File: config.mk
export PLATFORM = sky130hd
export DESIGN_NAME = alu_exec_sequencer
export DESIGN_NICKNAME = d
export VERILOG_FILES = /design/src/rtl/cpu_pkg.sv /design/src/rtl/alu_exec_sequencer_settle_counter.sv /design/src/rtl/alu_exec_sequencer.sv
export SDC_FILE = /design/constraint.sdc
export NUM_CORES = 1
export LEC_CHECK = 0
export ABC_AREA = 1
export BUFFER_PORTS_ARGS = -buffer_cell sky130_fd_sc_hd__clkbuf_2
export CAP_MARGIN = 10
export CORE_AREA = 5 5 65 67
export CTS_BUF_LIST = sky130_fd_sc_hd__clkbuf_16
export CTS_CLUSTER_DIAMETER = 100
export CTS_CLUSTER_SIZE = 24
export DETAILED_ROUTE_END_ITERATION = 16
export DIE_AREA = 0 0 70 72
export MAX_ROUTING_LAYER = met4
export PLACE_DENSITY = 0.73
export SYNTH_ARGS = -nofsm -noshare
export SYNTH_HDL_FRONTEND = slang
export SYNTH_SLANG_ARGS = --single-unit
File: constraint.sdc
create_clock -name clock -period 1.93 [get_ports clock]
set_input_delay 0.0965 -clock clock [delete_from_list [all_inputs] [get_ports clock]]
set_output_delay 0.0965 -clock clock [all_outputs]
set_load 0.02 [all_outputs]
File: src/rtl/cpu_pkg.sv
// Shared opcode encoding (same values the ALU decodes), sequencer state and op-class types.
// The op_class helper groups opcodes by the execute path they take through the sequencer.
package cpu_pkg;

  localparam logic [4:0] OP_LDW  = 5'b00000;
  localparam logic [4:0] OP_LDWI = 5'b00001;
  localparam logic [4:0] OP_STW  = 5'b00010;
  localparam logic [4:0] OP_ADD  = 5'b00011;
  localparam logic [4:0] OP_SUB  = 5'b00100;
  localparam logic [4:0] OP_SHR  = 5'b00101;
  localparam logic [4:0] OP_SHL  = 5'b00110;
  localparam logic [4:0] OP_ROR  = 5'b00111;
  localparam logic [4:0] OP_ROL  = 5'b01000;
  localparam logic [4:0] OP_AND  = 5'b01001;
  localparam logic [4:0] OP_OR   = 5'b01010;
  localparam logic [4:0] OP_ADDI = 5'b01011;
  localparam logic [4:0] OP_ANDI = 5'b01100;
  localparam logic [4:0] OP_ORI  = 5'b01101;
  localparam logic [4:0] OP_MUL  = 5'b01110;
  localparam logic [4:0] OP_DIV  = 5'b01111;
  localparam logic [4:0] OP_NEG  = 5'b10000;
  localparam logic [4:0] OP_NOT  = 5'b10001;
  localparam logic [4:0] OP_BRN  = 5'b10010;
  localparam logic [4:0] OP_JR   = 5'b10011;
  localparam logic [4:0] OP_JAL  = 5'b10100;
  localparam logic [4:0] OP_IN   = 5'b10101;
  localparam logic [4:0] OP_OUT  = 5'b10110;
  localparam logic [4:0] OP_MFHI = 5'b10111;
  localparam logic [4:0] OP_MFLO = 5'b11000;
  localparam logic [4:0] OP_NOP  = 5'b11001;
  localparam logic [4:0] OP_HALT = 5'b11010;

  typedef enum logic [2:0] {IDLE, T_Y, T_WAIT, T_EX, T_WB, T_HI} state_t;

  typedef enum logic [2:0] {CL_ALU, CL_MEM, CL_BRN, CL_MULDIV, CL_NOP, CL_HALT, CL_ILL} op_class_t;

  function automatic op_class_t op_class(input logic [4:0] op);
    op_class_t cls;
    case (op)
      OP_LDW, OP_LDWI, OP_STW:                     cls = CL_MEM;
      OP_ADD, OP_SUB, OP_SHR, OP_SHL, OP_ROR,
      OP_ROL, OP_AND, OP_OR, OP_ADDI, OP_ANDI,
      OP_ORI, OP_NEG, OP_NOT:                      cls = CL_ALU;
      OP_MUL, OP_DIV:                              cls = CL_MULDIV;
      OP_BRN:                                      cls = CL_BRN;
      OP_NOP:                                      cls = CL_NOP;
      OP_HALT:                                     cls = CL_HALT;
      default:                                     cls = CL_ILL;
    endcase
    return cls;
  endfunction

endpackage

File: src/rtl/alu_exec_sequencer_settle_counter.sv
// 6-bit settle counter: load wins over decrement, decrement saturates at zero.
// zero is combinational from the count register.
module settle_counter (
  input  logic       clock,
  input  logic       clear,
  input  logic       load,
  input  logic       dec,
  input  logic [5:0] load_val,
  output logic       zero
);

  logic [5:0] count_q, count_d;

  always_comb begin
    count_d = count_q;
    if (load)
      count_d = load_val;
    else if (dec && count_q != 6'd0)
      count_d = count_q - 6'd1;
  end

  always_ff @(posedge clock) begin
    if (!clear)
      count_q <= 6'd0;
    else
      count_q <= count_d;
  end

  assign zero = (count_q == 6'd0);

endmodule

File: src/rtl/alu_exec_sequencer.sv
// Execute-phase sequencer: one opcode per start/ready handshake, Moore strobes registered from next state.
// Done latency 2/3 cycles (nop-halt-illegal / single-cycle), N+4 for mul/div; starts while not ready are dropped.
import cpu_pkg::*;

module alu_exec_sequencer #(
  parameter int MUL_CYCLES = 4,
  parameter int DIV_CYCLES = 34
) (
  input  logic       clock,
  input  logic       clear,
  input  logic       start,
  input  logic [4:0] opcode,
  output logic       ready,
  output logic       busy,
  output logic [4:0] alu_opcode,
  output logic       yin,
  output logic       zin,
  output logic       zlowout,
  output logic       zhighout,
  output logic       rc_wr,
  output logic       lo_wr,
  output logic       hi_wr,
  output logic       pc_wr,
  output logic       mar_wr,
  output logic       done,
  output logic       illegal,
  output logic       halted
);

  localparam logic [5:0] MUL_LOAD = 6'(MUL_CYCLES - 1);
  localparam logic [5:0] DIV_LOAD = 6'(DIV_CYCLES - 1);

  state_t     state_q, state_d;
  logic [4:0] alu_opcode_q, alu_opcode_d;
  logic       halted_q, halted_d;
  logic       ready_q, ready_d, busy_q, busy_d;
  logic       yin_q, yin_d, zin_q, zin_d, zlowout_q, zlowout_d, zhighout_q, zhighout_d;
  logic       rc_wr_q, rc_wr_d, lo_wr_q, lo_wr_d, hi_wr_q, hi_wr_d;
  logic       pc_wr_q, pc_wr_d, mar_wr_q, mar_wr_d, done_q, done_d, illegal_q, illegal_d;
  logic       cnt_load, cnt_dec, cnt_zero;
  logic [5:0] cnt_val;
  op_class_t  cls;
  logic       exec_op;

  settle_counter u_settle (
    .clock    (clock),
    .clear    (clear),
    .load     (cnt_load),
    .dec      (cnt_dec),
    .load_val (cnt_val),
    .zero     (cnt_zero)
  );

  always_comb begin
    state_d      = state_q;
    alu_opcode_d = alu_opcode_q;
    halted_d     = halted_q;
    cnt_load     = 1'b0;
    cnt_dec      = 1'b0;
    cnt_val      = 6'd0;
    cls          = op_class(alu_opcode_q);
    exec_op      = (cls == CL_ALU) || (cls == CL_MEM) || (cls == CL_BRN) || (cls == CL_MULDIV);

    case (state_q)
      IDLE: begin
        if (start && ready_q) begin
          alu_opcode_d = opcode;
          state_d      = T_Y;
        end
      end
      T_Y: begin
        case (cls)
          CL_MULDIV: begin
            cnt_load = 1'b1;
            cnt_val  = (alu_opcode_q == OP_MUL) ? MUL_LOAD : DIV_LOAD;
            state_d  = T_WAIT;
          end
          CL_NOP, CL_ILL: state_d = T_WB;
          CL_HALT: begin
            halted_d = 1'b1;
            state_d  = T_WB;
          end
          default: state_d = T_EX;
        endcase
      end
      T_WAIT: begin
        if (cnt_zero)
          state_d = T_EX;
        else
          cnt_dec = 1'b1;
      end
      T_EX:    state_d = T_WB;
      T_WB:    state_d = (cls == CL_MULDIV) ? T_HI : IDLE;
      T_HI:    state_d = IDLE;
      default: state_d = IDLE;
    endcase

    // Outputs are decoded from the state being entered, so they flop in with it.
    ready_d    = (state_d == IDLE) && !halted_d;
    busy_d     = (state_d != IDLE);
    yin_d      = (state_d == T_Y);
    zin_d      = (state_d == T_EX);
    zlowout_d  = (state_d == T_WB) && exec_op;
    rc_wr_d    = (state_d == T_WB) && (cls == CL_ALU);
    mar_wr_d   = (state_d == T_WB) && (cls == CL_MEM);
    pc_wr_d    = (state_d == T_WB) && (cls == CL_BRN);
    lo_wr_d    = (state_d == T_WB) && (cls == CL_MULDIV);
    zhighout_d = (state_d == T_HI);
    hi_wr_d    = (state_d == T_HI);
    done_d     = ((state_d == T_WB) && (cls != CL_MULDIV)) || (state_d == T_HI);
    illegal_d  = (state_d == T_WB) && (cls == CL_ILL);
  end

  always_ff @(posedge clock) begin
    if (!clear) begin
      state_q      <= IDLE;
      alu_opcode_q <= OP_NOP;
      halted_q     <= 1'b0;
      ready_q      <= 1'b1;
      busy_q       <= 1'b0;
      yin_q        <= 1'b0;
      zin_q        <= 1'b0;
      zlowout_q    <= 1'b0;
      zhighout_q   <= 1'b0;
      rc_wr_q      <= 1'b0;
      lo_wr_q      <= 1'b0;
      hi_wr_q      <= 1'b0;
      pc_wr_q      <= 1'b0;
      mar_wr_q     <= 1'b0;
      done_q       <= 1'b0;
      illegal_q    <= 1'b0;
    end else begin
      state_q      <= state_d;
      alu_opcode_q <= alu_opcode_d;
      halted_q     <= halted_d;
      ready_q      <= ready_d;
      busy_q       <= busy_d;
      yin_q        <= yin_d;
      zin_q        <= zin_d;
      zlowout_q    <= zlowout_d;
      zhighout_q   <= zhighout_d;
      rc_wr_q      <= rc_wr_d;
      lo_wr_q      <= lo_wr_d;
      hi_wr_q      <= hi_wr_d;
      pc_wr_q      <= pc_wr_d;
      mar_wr_q     <= mar_wr_d;
      done_q       <= done_d;
      illegal_q    <= illegal_d;
    end
  end

  assign ready      = ready_q;
  assign busy       = busy_q;
  assign alu_opcode = alu_opcode_q;
  assign halted     = halted_q;
  assign yin        = yin_q;
  assign zin        = zin_q;
  assign zlowout    = zlowout_q;
  assign zhighout   = zhighout_q;
  assign rc_wr      = rc_wr_q;
  assign lo_wr      = lo_wr_q;
  assign hi_wr      = hi_wr_q;
  assign pc_wr      = pc_wr_q;
  assign mar_wr     = mar_wr_q;
  assign done       = done_q;
  assign illegal    = illegal_q;

endmodule

==> flow_metrics.py <==
metrics = {
    "run_status": {
        "status": "complete, no violations",
    },
    "worst_setup_path": {
        "path_max_fanout": 8,
        "crit_path_start_kind": "flop",
        "r2r_start": "state_q[2]",
        "timing_worst_setup_path_type": "flop to flop",
        "crit_top_cell": "inv_1",
        "crit_path_cell_trace": "inv_2, nand2_2, nor2_4, o21ai_0, nor2_1, inv_1, ha_1, inv_1, nand2_1, nand3_1, nand2_1, inv_1",
        "cp_data_required_time_ns": 2.10,
        "critical-path-slowest-cell": "dfxtp_1",
        "startpoint": "state_q[2]",
        "crit_path_end_kind": "flop",
        "cp.arrival_ns": 1.86,
        "slowest_delay_ns": 0.34,
    },
    "global_routing": {
        "grt.total_usage_pct": 13.1,
        "antenna_found_initial": 0,
        "grt_first_pass_wirelength_um": 5090,
        "overflow": 0,
        "grt_pass1_vias": 1128,
        "grt_max_degree": 12,
    },
    "clock_network": {
        "clock_latency_ns": 0.27,
        "cts_tree": "built",
        "clk_pin_slew_ns": 0.05,
        "numClockSinks": 30,
        "cts_hold_buf": 0,
        "cts_root_buffer": "clkbuf_16",
        "htreeDepth": 2,
        "cts_setup_buffers": 0,
        "cts-buffers-inserted": 5,
        "cts_buffer_depth": 2,
        "post_cts_resized": 0,
    },
    "sta": {
        "tightestPinTransition_ns": 0.438,
        "drv_slew": 0,
        "setup_slack_ns": 0.236,
        "holdWs_ns": 0.155,
        "finalSetupViolations": 0,
        "tns_ns": 0,
        "clock_skew_ns": 0.00305,
        "rsz0062_at_grt": "false",
        "min_period_ns": 1.69,
        "hold_violations": 0,
        "fin_crit_sh_pct": 87.8,
        "max_freq_mhz": 590,
        "max_slew_margin_pct": 70.6,
    },
    "finish": {
        "mostFrequentLayoutCells": "inv_1 (30), dfxtp_1 (30), nand2_1 (27), clkbuf_2 (26), nor2_1 (16)",
        "diodes": 0,
        "fin_area_sq_mm": 0.00176,
        "final_util_pct": 49.2,
        "drive_gt1_share_pct": 31.8,
        "area_growth_syn_to_layout_pct": 22.4,
        "nFillCells": 361,
        "nets": 225,
    },
    "run": {
        "drv_cap": 0,
    },
    "routing": {
        "routed_via_density": 4.55,
        "finalWirelength_um": 2990,
        "final_antenna_net_count": 0,
        "routed-via-count": 1193,
        "drt_iter0_markers": 60,
        "post_drt_wl_per_cell_um": 11.4,
        "first_pass_iters": 4,
        "drc_errors": 0,
    },
    "pwr": {
        "p_per_area_mw_per_mm2": 1280,
        "leakage_nw": 0.904,
        "power_switching_mw": 0.822,
        "pwr-share-seq_pct": 36.2,
        "p_int_mw": 1.44,
        "netSwitchingFraction_pct": 36.4,
        "clkPwrFrac_pct": 31.0,
        "peakVddDrop_mv": 0.572,
        "pwr-share-comb_pct": 32.8,
    },
    "synth": {
        "syn_nets": 193,
        "synth_cells": 182,
        "synth_warnings": 0,
        "synth.avg_cell_area_sq_um": 7.90,
        "ys_types": 29,
        "yosys_register_bits": 30,
        "syn_area_sq_mm": 0.00144,
        "ys_seq_area_share_pct": 41.8,
    },
    "placed_design": {
        "gp_congestion": 0.856,
        "dp_slack_ns": 0.249,
        "place_area_sq_mm": 0.00163,
        "portBuffers": 26,
        "dp_hpwl_um": 2310,
    },
    "min_path": {
        "hold_class": "input port to flop",
        "min_from": "opcode[0]",
    },
    "floorplan": {
        "die-area_sq_mm": 0.00504,
        "start_util_pct": 40.2,
        "die-width_um": 70,
        "die_y_um": 72,
        "io_pins": 27,
        "fp-row-count": 22,
        "core_area_sq_mm": 0.00358,
    },
}
## worst paths after layout
check	depth (start not counted)	end	slack, ns
setup / recovery	12	cls[1]	0.24
hold / removal	5	alu_opcode[0]	0.15
setup reg to reg	12	cls[1]	0.24
hold reg to reg	2	lo_wr	0.53
## cells in the mapped netlist
| library cell | n | area [sq um] |
|---|---|---|
| dfxtp_1 | 30 | 601 |
| inv_1 | 28 | 105 |
| nand2_1 | 27 | 101 |
| nor2_1 | 16 | 60.1 |
| nand3_1 | 15 | 75.1 |
| nand2_2 | 7 | 43.8 |
| nand4_1 | 7 | 43.8 |
| inv_2 | 6 | 22.5 |
| nor3_1 | 6 | 30.0 |
| nor2_2 | 5 | 31.3 |
| nand3_2 | 4 | 40.0 |
| nor2_4 | 4 | 45.0 |
| a21oi_1 | 3 | 15.0 |
| ha_1 | 3 | 37.5 |
| nand3_4 | 3 | 52.6 |
| o21ai_0 | 3 | 15.0 |
| xor2_1 | 3 | 26.3 |
| a21oi_2 | 1 | 8.76 |
| a31oi_1 | 1 | 6.26 |
| buf_2 | 1 | 5.00 |
| buf_4 | 1 | 7.51 |
| clkbuf_1 | 1 | 3.75 |
| clkinv_2 | 1 | 5.00 |
| nand2_4 | 1 | 11.3 |
| nor3_2 | 1 | 10.0 |
| o21bai_1 | 1 | 7.51 |
| o22ai_1 | 1 | 6.26 |
| o31ai_2 | 1 | 12.5 |
| or2_4 | 1 | 8.76 |
## metrics by stage
| step | power (mW) | cells |
|---|---|---|
| 3_5_place_dp | 1.57 | 255 |
| 5_1_grt | 2.41 | 262 |
| 4_1_cts | 2.28 | 262 |
| 6_report | 2.26 | 262 |
| 2_1_floorplan | 1.39 | 182 |
| 3_3_place_gp | 1.56 | 255 |
## power by group through the flow
stage	registers (mW)	clock network, mW	logic (mW)
2_1_floorplan	0.894	0	0.492
3_3_place_gp	0.825	0	0.731
3_5_place_dp	0.829	0	0.742
4_1_cts	0.817	0.716	0.749
5_1_grt	0.830	0.748	0.832
6_report	0.817	0.700	0.740
## sequential cells by signal, indices dropped and copies added (netlist names), 3 cells and up
| register | count |
|---|---|
| alu_opcode | 5 |
| cls | 3 |
| u_settle.count_q | 6 |
| state_q | 3 |
## kinds of logic (layout without fill, tap and decap cells)
group | after synthesis | count (layout) | share of synthesized area, %
flip-flops | 30 | 30 | 41.8
XOR/XNOR | 3 | 3 | 1.83
buffers and inverters | 38 | 70 | 10.4
AO/OA/AOI/OAI | 11 | 11 | 4.96
AND/OR/NAND/NOR | 97 | 97 | 38.5
adder cells (fa/ha/maj) | 3 | 3 | 2.61
## layer usage
layer	part of all wire [%]	track usage (%)	vias to the layer above	wire (um)
li1	-	-	638	-
met1	45	15.4	525	1350
met2	49	20.7	25	1460
met3	3.7	3.19	5	109
met4	2.3	7.02	0	68
met5	0	-	-	0
## layout make-up
type                            count  area [sq um]  area share (%)
Multi-Input combinational cell    114           688            39.1
Clock inverter                      2          7.51           0.427
Timing Repair Buffer               28           145            8.25
Tap cell                           48          60.1            3.41
Sequential cell                    30           601            34.1
Clock buffer                        5           125            7.11
Inverter                           35           133            7.54
## worst max-delay path, delay by kind of cell (launching register included)
kind	cells	cell delay, ns
buf+inv	4	0.29
simple gates	6	0.60
flops	1	0.34
fa+ha+maj	1	0.27
compound gates	1	0.09
Note: power is estimated with default switching activity, not from simulation.
